File: config.mk
export PLATFORM = sky130hd
export DESIGN_NAME = muldiv_seq
export DESIGN_NICKNAME = d
export VERILOG_FILES = /design/src/rtl/muldiv_seq_pkg.sv /design/src/rtl/muldiv_fixup.sv /design/src/rtl/muldiv_seq.sv
export SDC_FILE = /design/constraint.sdc
export NUM_CORES = 1
export LEC_CHECK = 0
export BUFFER_PORTS_ARGS = -buffer_cell sky130_fd_sc_hd__buf_2
export CORE_MARGIN = 4
export CORE_UTILIZATION = 25
export DETAILED_ROUTE_END_ITERATION = 6
export SYNTH_ARGS = -nofsm -noshare
export SYNTH_HDL_FRONTEND = slang
export SYNTH_SLANG_ARGS = --single-unit
export TNS_END_PERCENT = 100
File: constraint.sdc
create_clock -name clk -period 5.94 [get_ports clk]
set_input_delay 0.594 -clock clk [delete_from_list [all_inputs] [get_ports clk]]
set_output_delay 0.594 -clock clk [all_outputs]
set_load 0.005 [all_outputs]
File: src/rtl/muldiv_seq_pkg.sv
// Shared constants and types for the RV32M multiply/divide sequencer.
package muldiv_seq_pkg;

  localparam int unsigned XLEN  = 32;
  localparam int unsigned CNT_W = 5;

  // ALU opcodes understood by the shared execute-stage ALU
  localparam logic [3:0] ALU_ADD = 4'd0;
  localparam logic [3:0] ALU_SUB = 4'd8;

  localparam logic [2:0] F3_MUL    = 3'd0;
  localparam logic [2:0] F3_MULH   = 3'd1;
  localparam logic [2:0] F3_MULHSU = 3'd2;
  localparam logic [2:0] F3_MULHU  = 3'd3;
  localparam logic [2:0] F3_DIV    = 3'd4;
  localparam logic [2:0] F3_DIVU   = 3'd5;
  localparam logic [2:0] F3_REM    = 3'd6;
  localparam logic [2:0] F3_REMU   = 3'd7;

  typedef enum logic [2:0] {
    MD_IDLE = 3'd0,
    MD_PREP = 3'd1,
    MD_ITER = 3'd2,
    MD_FIX  = 3'd3,
    MD_DONE = 3'd4
  } md_state_e;

  // Operation captured at launch
  typedef struct packed {
    logic [2:0]      funct3;
    logic [XLEN-1:0] a;
    logic [XLEN-1:0] b;
  } md_op_t;

  function automatic logic [XLEN-1:0] neg_if(input logic [XLEN-1:0] x, input logic neg);
    return neg ? XLEN'(XLEN'(0) - x) : x;
  endfunction

endpackage

File: src/rtl/muldiv_fixup.sv
// Final result selection: sign restore on product/quotient/remainder and RISC-V divide corner cases.
module muldiv_fixup
  import muldiv_seq_pkg::*;
(
  input  logic [2:0]      funct3,
  input  logic [XLEN-1:0] op_a,
  input  logic [XLEN-1:0] op_b,
  input  logic [XLEN-1:0] acc_hi,
  input  logic [XLEN-1:0] acc_lo,
  input  logic            neg_res,
  output logic [XLEN-1:0] result_c
);

  logic [2*XLEN-1:0] prod_s;
  logic              div_zero;
  logic              div_ovf;

  assign prod_s   = neg_res ? (2*XLEN)'((2*XLEN)'(0) - {acc_hi, acc_lo}) : {acc_hi, acc_lo};
  assign div_zero = funct3[2] && (op_b == '0);
  assign div_ovf  = ((funct3 == F3_DIV) || (funct3 == F3_REM)) &&
                    (op_a == 32'h8000_0000) && (op_b == 32'hFFFF_FFFF);

  always_comb begin
    result_c = '0;
    case (funct3)
      F3_MUL:                          result_c = prod_s[XLEN-1:0];
      F3_MULH, F3_MULHSU, F3_MULHU:    result_c = prod_s[2*XLEN-1:XLEN];
      F3_DIV:                          result_c = neg_if(acc_lo, neg_res);
      F3_DIVU:                         result_c = acc_lo;
      F3_REM:                          result_c = neg_if(acc_hi, neg_res);
      default:                         result_c = acc_hi;
    endcase
    // Architectural results take priority over whatever the datapath produced
    if (div_zero) begin
      result_c = funct3[1] ? op_a : 32'hFFFF_FFFF;
    end else if (div_ovf) begin
      result_c = funct3[1] ? 32'h0000_0000 : 32'h8000_0000;
    end
  end

endmodule

File: src/rtl/muldiv_seq.sv
// Multi-cycle RV32M multiply/divide sequencer borrowing the shared execute-stage ALU.
module muldiv_seq
  import muldiv_seq_pkg::*;
#(
  parameter int unsigned WORD_SIZE = XLEN
) (
  input  logic                 clk,
  input  logic                 rst,
  input  logic                 start,
  input  logic                 kill,
  input  logic [2:0]           funct3,
  input  logic [WORD_SIZE-1:0] rs1,
  input  logic [WORD_SIZE-1:0] rs2,
  output logic                 busy,
  output logic                 done,
  output logic [WORD_SIZE-1:0] result,
  output logic [3:0]           alu_op,
  output logic [WORD_SIZE-1:0] alu_arg1,
  output logic [WORD_SIZE-1:0] alu_arg2,
  input  logic [WORD_SIZE-1:0] alu_result
);

  md_state_e       state_q, state_d;
  md_op_t          op_q, op_d;
  logic [XLEN-1:0] mag_a_q, mag_a_d, mag_b_q, mag_b_d;
  logic [XLEN-1:0] acc_hi_q, acc_hi_d, acc_lo_q, acc_lo_d;
  logic [CNT_W-1:0] cnt_q, cnt_d;
  logic            neg_res_q, neg_res_d;
  logic [XLEN-1:0] result_d;
  logic            busy_d, done_d;
  logic [3:0]      alu_op_d;
  logic [XLEN-1:0] alu_arg1_d, alu_arg2_d;

  logic            is_div, a_signed, b_signed, a_neg, b_neg;
  logic [XLEN:0]   shifted;
  logic [XLEN-1:0] sum;
  logic            carry, q_bit;
  logic [XLEN-1:0] fix_result_c;

  assign is_div   = op_q.funct3[2];
  assign a_signed = (op_q.funct3 == F3_MULH) || (op_q.funct3 == F3_MULHSU) ||
                    (op_q.funct3 == F3_DIV)  || (op_q.funct3 == F3_REM);
  assign b_signed = (op_q.funct3 == F3_MULH) || (op_q.funct3 == F3_DIV) ||
                    (op_q.funct3 == F3_REM);
  assign a_neg    = a_signed && op_q.a[XLEN-1];
  assign b_neg    = b_signed && op_q.b[XLEN-1];

  muldiv_fixup u_fixup (
    .funct3   (op_q.funct3),
    .op_a     (op_q.a),
    .op_b     (op_q.b),
    .acc_hi   (acc_hi_q),
    .acc_lo   (acc_lo_q),
    .neg_res  (neg_res_q),
    .result_c (fix_result_c)
  );

  // Next-state, datapath and next-cycle output values
  always_comb begin
    state_d    = state_q;
    op_d       = op_q;
    mag_a_d    = mag_a_q;
    mag_b_d    = mag_b_q;
    acc_hi_d   = acc_hi_q;
    acc_lo_d   = acc_lo_q;
    cnt_d      = cnt_q;
    neg_res_d  = neg_res_q;
    result_d   = result;
    shifted    = '0;
    sum        = '0;
    carry      = 1'b0;
    q_bit      = 1'b0;
    alu_op_d   = ALU_ADD;
    alu_arg1_d = '0;
    alu_arg2_d = '0;

    case (state_q)
      MD_IDLE: begin
        if (start && !kill) begin
          op_d    = '{funct3: funct3, a: rs1, b: rs2};
          state_d = MD_PREP;
        end
      end
      MD_PREP: begin
        mag_a_d   = neg_if(op_q.a, a_neg);
        mag_b_d   = neg_if(op_q.b, b_neg);
        neg_res_d = (op_q.funct3 == F3_REM) ? a_neg : (a_neg ^ b_neg);
        cnt_d     = CNT_W'(XLEN - 1);
        acc_hi_d  = '0;
        acc_lo_d  = is_div ? mag_a_d : mag_b_d;
        state_d   = MD_ITER;
      end
      MD_ITER: begin
        if (!is_div) begin
          // Shift-add: the ALU supplies acc_hi + |A|, carry recovered from wraparound
          if (acc_lo_q[0]) begin
            sum   = alu_result;
            carry = (alu_result < acc_hi_q);
          end else begin
            sum   = acc_hi_q;
          end
          acc_hi_d = {carry, sum[XLEN-1:1]};
          acc_lo_d = {sum[0], acc_lo_q[XLEN-1:1]};
        end else begin
          // Restoring division: the ALU supplies shifted - |B|
          shifted  = {acc_hi_q, acc_lo_q[XLEN-1]};
          q_bit    = (shifted >= {1'b0, mag_b_q});
          acc_hi_d = q_bit ? alu_result : shifted[XLEN-1:0];
          acc_lo_d = {acc_lo_q[XLEN-2:0], q_bit};
        end
        cnt_d = cnt_q - CNT_W'(1);
        if (cnt_q == '0) begin
          state_d = MD_FIX;
        end
      end
      MD_FIX: begin
        result_d = fix_result_c;
        state_d  = MD_DONE;
      end
      MD_DONE: begin
        state_d = MD_IDLE;
      end
      default: begin
        state_d = MD_IDLE;
      end
    endcase

    if (kill && (state_q != MD_IDLE)) begin
      state_d  = MD_IDLE;
      result_d = result;
    end

    busy_d = (state_d != MD_IDLE);
    done_d = (state_d == MD_DONE);

    // ALU operands are prepared one cycle ahead so they are registered when ITER uses them
    if (state_d == MD_ITER) begin
      if (op_q.funct3[2]) begin
        alu_op_d   = ALU_SUB;
        alu_arg1_d = {acc_hi_d[XLEN-2:0], acc_lo_d[XLEN-1]};
        alu_arg2_d = mag_b_d;
      end else begin
        alu_op_d   = ALU_ADD;
        alu_arg1_d = acc_hi_d;
        alu_arg2_d = mag_a_d;
      end
    end
  end

  always_ff @(posedge clk) begin
    if (rst) begin
      state_q   <= MD_IDLE;
      op_q      <= '0;
      mag_a_q   <= '0;
      mag_b_q   <= '0;
      acc_hi_q  <= '0;
      acc_lo_q  <= '0;
      cnt_q     <= '0;
      neg_res_q <= 1'b0;
      result    <= '0;
      busy      <= 1'b0;
      done      <= 1'b0;
      alu_op    <= ALU_ADD;
      alu_arg1  <= '0;
      alu_arg2  <= '0;
    end else begin
      state_q   <= state_d;
      op_q      <= op_d;
      mag_a_q   <= mag_a_d;
      mag_b_q   <= mag_b_d;
      acc_hi_q  <= acc_hi_d;
      acc_lo_q  <= acc_lo_d;
      cnt_q     <= cnt_d;
      neg_res_q <= neg_res_d;
      result    <= result_d;
      busy      <= busy_d;
      done      <= done_d;
      alu_op    <= alu_op_d;
      alu_arg1  <= alu_arg1_d;
      alu_arg2  <= alu_arg2_d;
    end
  end

endmodule

==> results of run 1 <==
==> cells in the mapped netlist (35+ instances only) <==
| library cell | instances | area (µm²) |
|---|---|---|
| dfxtp_1 | 303 | 6070 |
| o22ai_1 | 67 | 419 |
| nand4_1 | 46 | 288 |
| a31oi_1 | 71 | 444 |
| nand2_1 | 375 | 1410 |
| xnor2_1 | 44 | 385 |
| a21oi_1 | 271 | 1360 |
| inv_1 | 90 | 338 |
| nor3_1 | 53 | 265 |
| nor4_1 | 38 | 238 |
| ha_1 | 70 | 876 |
| clkbuf_1 | 203 | 762 |
| xor2_1 | 35 | 307 |
| nor2_1 | 242 | 908 |
| o21ai_0 | 200 | 1000 |
| mux2i_1 | 87 | 871 |
| nand3_1 | 43 | 215 |
==> cell type report <==
type	instances	share of cell area
inverter	92	0.0153
clock inverter	19	0.0103
sequential	303	0.269
tap	1040	0.0577
clock buffer	46	0.0453
multi-input combinational	2036	0.542
timing repair buffer	246	0.0603
antenna	2	0.000222
==> cells by family after synthesis <==
family	count (synthesis)	share of synthesized area
adders and majority gates	70	0.0448
xor gates and xnor gates	79	0.0354
AOI/OAI and AO/OA	845	0.265
DFF	303	0.311
and+or+nand+nor	935	0.223
other	1	0.000192
buffers and inverters	333	0.0666
muxes	104	0.0544
==> metal layers <==
layer	global-route usage	up-vias
met5	0	-
met4	0.0731	8
met3	0.0500	211
met2	0.320	1274
met1	0.300	10100
li1	-	9764
==> worst max-delay path, stage by stage, from the launching register on <==
cell	delay [ps]
dfxtp_1	430
inv_1	180
ha_1	280
nor3b_2	520
nand4_1	640
or3_1	680
o31ai_1	420
o311ai_0	250
o31ai_1	590
a31oi_1	150
==> power groups by stage <==
| stage | clock network (mW) | logic, mW | registers, mW |
|---|---|---|---|
| 5_1_grt | 2.50 | 0.936 | 2.15 |
| 3_3_place_gp | 0 | 0.861 | 2.18 |
| 2_1_floorplan | 0 | 0.589 | 2.14 |
| 4_1_cts | 2.43 | 0.857 | 2.14 |
| 6_report | 2.38 | 0.883 | 2.14 |
| 3_5_place_dp | 0 | 0.853 | 2.18 |
==> state kept, by name, summed over array words and instances, names as in the netlist <==
name / cells
alu_arg2: 32
neg_res_q: 1
is_div: 1
mag_b_q: 32
busy: 1
result: 32
acc_hi_q: 32
acc_lo_q: 32
alu_op: 1
op_q: 66
done: 1
alu_arg1: 32
cnt_q: 5
state_q: 3
mag_a_q: 32
==> metrics by stage <==
stage	worst slack (ps)	hold WS [ps]	instance area, µm²	total power [mW]	utilization
2_1_floorplan	3190	443	19500	2.73	-
3_3_place_gp	2040	443	21300	3.04	0.275
3_5_place_dp	1890	451	21300	3.04	0.275
4_1_cts	1920	238	22500	5.43	0.291
5_1_grt	1730	254	22500	5.58	0.291
6_report	1660	257	22500	5.41	0.291
==> final timing paths <==
| check | from | cells past startpoint | endpoint |
|---|---|---|---|
| setup / recovery | acc_hi_q[1] | 9 | result[24] |
| hold / removal | rs1[6] | 3 | op_q[38] |
| setup reg to reg | acc_hi_q[1] | 9 | result[24] |
| hold reg to reg | op_q[64] | 2 | op_q[64] |
==> impl_metrics.py, run 1 <==
metrics = {
    "power": {
        "p_int_mw": 3.75,
        "switching_power_mw": 1.66,
        "p_per_area_mw_per_mm2": 240,
        "power.leakage_nw": 8.27,
        "p_clk_frac": 0.441,
        "swShare": 0.307,
        "pwr-share-comb": 0.163,
        "seqPwrFrac": 0.396,
        "peakVddDrop_uv": 166,
    },
    "timing": {
        "rsz0062_at_grt": "false",
        "period_minus_slack_ps": 4280,
        "timing.fmax_mhz": 234,
        "clock_skew_ps": 34.8,
        "maxSlewHeadroom": 0.171,
        "setup-tns-final_ps": 0,
        "worst_pin_slew_ps": 1240,
        "finalHoldViolCount": 0,
        "fin_crit_sh": 0.721,
        "drv_slew": 0,
        "setup_viol": 0,
    },
    "setup_path": {
        "crit_path_start_kind": "flip-flop",
        "worstPathMaxFanout": 12,
        "critPathKind": "flip-flop to flip-flop",
        "required_ps": 6380,
        "worst-r2r-setup-slack_ps": 1660,
        "cp-end-kind": "flip-flop",
        "arrival_ps": 4720,
    },
    "global_routing": {
        "grt_max_degree": 146,
        "grt_pass1_wl_um": 134000,
        "grt-ovfl-total": 0,
        "grt_pass1_vias": 19400,
        "antenna_found_initial": 5,
        "grt_usage": 0.214,
    },
    "die": {
        "start_util": 0.252,
        "die_width_um": 288,
        "die-area_mm2": 0.0827,
        "ioPinCount": 205,
        "row_count": 102,
        "die_h_um": 288,
        "core-area_mm2": 0.0775,
    },
    "clock_tree": {
        "cts_max_level": 2,
        "clock-root-buffer": "clkbuf_16",
        "cts_tree": "built",
        "clock_sinks": 303,
        "numCtsBuffers": 38,
        "clk_path_buf_depth": 3,
        "cts-resized-gates": 0,
        "cts_setup_buffers": 0,
        "clk-insertion-delay-late_ps": 580,
        "clkSlewWorstSetupHoldPaths_ps": 60,
        "postCtsHoldBufs": 0,
    },
    "routing": {
        "route.detailed.drc": 0,
        "initialDrtViolationCount": 2641,
        "wl_met3_um": 10300,
        "ant_nets": 0,
        "route.met2.wl_um": 39400,
        "via_per_inst": 5.64,
        "vias": 21400,
        "wl_per_cell_um": 24.6,
        "top_layer": "met5",
        "wl_met1_um": 39700,
        "dr.pass1.iters": 6,
        "drt_wl_total_um": 92900,
    },
    "flow_run": {
        "maxCapViolations": 0,
    },
    "cells_and_area": {
        "fillCellCount": 8536,
        "nets": 2890,
        "final_common_cell": "nand2_1",
        "regArea_mm2": 0.00607,
        "syn2layout_area_growth_pct": 15.4,
        "multi_input_area_mm2": 0.0122,
        "instances_no_fill": 3784,
        "drive_gt1_frac": 0.134,
        "mostFrequentLayoutCells": "375 x nand2_1, 300 x dfxtp_1, 271 x a21oi_1, 239 x nor2_1",
    },
    "synthesis": {
        "synth-edff-count": 0,
        "synth-seq-cells": 303,
        "syn_inst": 2670,
        "async_reset_ff_frac": 0,
        "seq_area_frac_synth": 0.311,
        "ys_warn_count": 0,
        "synth.distinct_cells": 89,
        "avgSynthCellArea_um2": 7.32,
        "synth_area_mm2": 0.0195,
        "synth-main-ff-cell": "dfxtp_1",
    },
    "place": {
        "finalWeightedCongestion": 1.03,
        "dp_hpwl_um": 69300,
        "numPortBuffers": 201,
        "dp.cells": 3717,
    },
    "worst_hold_path": {
        "worstHoldPathType": "primary input to flip-flop",
    },
    "status": {
        "status": "finished, final reports clean",
    },
}
Power figures use the tool's default switching activity.
==> run 2: changes to the inputs <==
--- a/config.mk
+++ b/config.mk
@@ -5,6 +5,7 @@
 export SDC_FILE = /design/constraint.sdc
 export NUM_CORES = 1
 export LEC_CHECK = 0
+export ABC_AREA = 1
 export BUFFER_PORTS_ARGS = -buffer_cell sky130_fd_sc_hd__buf_2
 export CORE_MARGIN = 4
 export CORE_UTILIZATION = 25
==> constraint.sdc (replaced) <==
create_clock -name clk -period 4.15 [get_ports clk]
set_input_delay 0.415 -clock clk [delete_from_list [all_inputs] [get_ports clk]]
set_output_delay 0.415 -clock clk [all_outputs]
set_load 0.005 [all_outputs]
==> run 2 against run 1 <==
Effect of this change: final area increased by 3.1%; worst setup slack got worse by 450 ps; non-clock buffer count increased by 12; critical path type unchanged; critical endpoint is now alu_arg1[17]; largest cell class unchanged; largest power group unchanged.
==> impl_metrics.py, run 2 <==
metrics = {
    "status": {
        "status": "finished, final reports clean",
    },
    "setup_path": {
        "crit_buf_inv": 4,
        "worst-r2r-setup-slack_ps": 1210,
        "crit_slowest_cell": "dfxtp_1",
        "critPathTopFamily": "simple AND/OR/NAND/NOR gates",
        "endpoint": "alu_arg1[17]",
        "required_ps": 4600,
        "worstPathMaxFanout": 32,
        "crit_path_start_kind": "flip-flop",
        "r2r-start": "acc_hi_q[26]",
        "rr_worst_depth": 18,
        "r2r-end": "alu_arg1[17]",
        "critPathKind": "flip-flop to flip-flop",
        "arrival_ps": 3390,
        "cp_common_cell": "nand2_1",
        "cp-end-kind": "flip-flop",
        "crit_chain": "ha_1 -> nand2_1 -> inv_1 -> nand2_1 -> nand2_1 -> nand2_1 -> nand2_1 -> inv_1 -> nand2_1 -> clkinv_1 -> nand4_4 -> buf_4 -> nand2_1 -> o211ai_1 -> nand2_1 -> nand2_1 -> nand2_1 -> nand2_1",
        "cp.depth": 18,
        "max_stage_delay_ps": 610,
        "startpoint": "acc_hi_q[26]",
    },
    "synthesis": {
        "synth_area_mm2": 0.0200,
        "yosysMostFrequentCell": "nand2_1",
        "synth-main-ff-cell": "dfxtp_1",
        "async_reset_ff_frac": 0,
        "synth-edff-count": 0,
        "yosys.area.top_type_share": 0.303,
        "synthMuxAreaShare": 0.000500,
        "synth-compound-area-share": 0.202,
        "seq_area_frac_synth": 0.303,
        "synth_top_cells_by_area": "dfxtp_1 30%, nand2_1 16%, o21ai_0 7.7%",
        "synth.distinct_cells": 58,
        "synth_largest_area_cell": "dfxtp_1",
        "synth_top_family_by_area": "simple AND/OR/NAND/NOR gates",
        "syn_inst": 3226,
        "synthAdderAreaFrac": 0.0437,
        "yosys.area_share.simple": 0.335,
        "synth_commonest_cells": "843 x nand2_1, 378 x nor2_1, 309 x o21ai_0",
        "ys_warn_count": 0,
        "avgSynthCellArea_um2": 6.21,
        "synth_xor_area_frac": 0.0232,
        "synth-seq-cells": 303,
    },
    "power": {
        "seqPwrFrac": 0.351,
        "p_clk_frac": 0.362,
        "power.leakage_nw": 10.6,
        "peakVddDrop_uv": 239,
        "switching_power_mw": 3.49,
        "p_per_area_mw_per_mm2": 393,
        "p_int_mw": 5.64,
        "swShare": 0.383,
        "pwr-share-comb": 0.287,
    },
    "cells_and_area": {
        "largest_register_ff_count": 66,
        "mostFrequentLayoutCells": "843 x nand2_1, 378 x nor2_1, 309 x o21ai_0, 301 x dfxtp_1, 286 x a21oi_1",
        "syn2layout_area_growth_pct": 16.1,
        "final_area_mm2": 0.0233,
        "final_common_cell": "nand2_1",
        "drive_gt1_frac": 0.117,
        "regMostFlops": "op_q",
        "nets": 3523,
    },
    "timing": {
        "finalHoldViolCount": 0,
        "timing.fmax_mhz": 340,
        "period_minus_slack_ps": 2940,
        "worst_pin_slew_ps": 1020,
        "drv_slew": 0,
        "clock_skew_ps": 33.3,
        "maxSlewHeadroom": 0.317,
        "rsz0062_at_grt": "false",
        "setup_viol": 0,
        "setup-tns-final_ps": 0,
        "fin_crit_sh": 0.709,
    },
    "die": {
        "core-area_mm2": 0.0793,
        "row_count": 103,
        "die_h_um": 291,
        "ioPinCount": 205,
        "start_util": 0.253,
        "die-area_mm2": 0.0847,
        "die_width_um": 291,
    },
    "worst_hold_path": {
        "worstHoldPathType": "primary input to flip-flop",
    },
    "place": {
        "numPortBuffers": 201,
        "finalWeightedCongestion": 1.03,
        "place_area_mm2": 0.0221,
        "dp_hpwl_um": 72400,
    },
    "routing": {
        "via_per_inst": 5.14,
        "ant_nets": 0,
        "wl_per_cell_um": 21.0,
        "route.detailed.drc": 0,
        "initialDrtViolationCount": 3063,
        "drt_wl_total_um": 92900,
        "dr.pass1.iters": 6,
        "vias": 22800,
    },
    "global_routing": {
        "grt_usage": 0.209,
        "grt_max_degree": 87,
        "grt_pass1_vias": 20600,
        "antenna_found_initial": 3,
        "grt-ovfl-total": 0,
        "grt_pass1_wl_um": 136000,
    },
    "clock_tree": {
        "cts_tree": "built",
        "clock_sinks": 303,
        "cts_setup_buffers": 0,
        "cts_max_level": 2,
        "numCtsBuffers": 36,
        "clk-insertion-delay-late_ps": 590,
        "clkSlewWorstSetupHoldPaths_ps": 60,
        "cts-resized-gates": 0,
        "clk_path_buf_depth": 3,
        "postCtsHoldBufs": 0,
        "clock-root-buffer": "clkbuf_16",
    },
    "flow_run": {
        "maxCapViolations": 0,
    },
}
run 2: changes by cell type in the layout (fill, tap and decap cells not counted), moves of 46 or more:
cell / before / now
mux2i_1: 87 / 1
a31oi_1: 71 / 25
nand3_1: 42 / 191
nand2_1: 375 / 843
o21ai_0: 200 / 309
inv_1: 90 / 263
nor2_1: 239 / 378
run 2: how the worst min path moves through the flow:
| stage | from | end | slack, ps | depth (start not counted) |
|---|---|---|---|---|
| after floorplan | mag_a_q[26] | mag_a_q[26] | 450 | 2 |
| after global placement | mag_a_q[30] | mag_a_q[30] | 460 | 2 |
| after detailed placement | mag_a_q[18] | mag_a_q[18] | 470 | 2 |
| after CTS | rs1[29] | op_q[61] | 30 | 3 |
| after global routing | rs1[4] | op_q[36] | 50 | 3 |
| final | rs1[29] | op_q[61] | 50 | 3 |
run 2: per-stage QoR:
step / power, mW / cells / util / setup WS (ps) / hold slack, ps
after global placement: 5.80 / 4362 / 0.278 / 1250 / 460
after floorplan: 4.96 / 3228 / - / 1800 / 452
after CTS: 9.11 / 4427 / 0.293 / 1270 / 29.8
after detailed placement: 5.80 / 4362 / 0.278 / 1310 / 468
after global routing: 9.55 / 4427 / 0.293 / 896 / 51.6
final: 9.13 / 4428 / 0.293 / 1210 / 50.8
run 2: logic make-up (layout without fill, tap and decap cells):
family | Yosys count | in the layout
flip-flops | 303 | 303
AO/OA/AOI/OAI | 752 | 752
other | 1 | 4
XOR/XNOR | 53 | 53
adder cells (fa/ha/maj) | 70 | 70
multiplexers | 1 | 1
buffers and inverters | 461 | 610
AND/OR/NAND/NOR | 1585 | 1585
run 2: layer usage:
metal | vias up | global-route usage | part of all wire
li1 | 10900 | - | -
met1 | 10500 | 0.289 | 0.43
met2 | 1188 | 0.324 | 0.44
met3 | 153 | 0.0416 | 0.10
met4 | 4 | 0.0685 | 0.035
met5 | - | 0 | 0.00037
run 2: worst register-to-register path, cell delays in order (launching register included):
cell and delay (ps):
dfxtp_1 610, ha_1 340, nand2_1 80, inv_1 40
nand2_1 50, nand2_1 60, nand2_1 60, nand2_1 40
inv_1 50, nand2_1 110, clkinv_1 100, nand4_4 360
buf_4 400, nand2_1 100, o211ai_1 80, nand2_1 130
nand2_1 80, nand2_1 60, nand2_1 60
run 2: area by class of cell:
class                           instances  area, µm²
Sequential cell                       303       6070
Tap cell                             1050       1310
Fill cell                            9024      56000
Timing Repair Buffer                  258       1440
Clock inverter                         13        166
Antenna cell                            1       2.50
Clock buffer                           52       1030
Inverter                              287       1080
Multi-Input combinational cell       2464      12200
run 2: power by group through the flow:
stage               sequential, mW  combinational (mW)  clock (mW)
finish                        3.20                2.62        3.31
global route                  3.22                2.87        3.47
CTS                           3.20                2.55        3.37
detailed placement            3.26                2.54           0
global placement              3.26                2.54           0
floorplan                     3.19                1.77           0
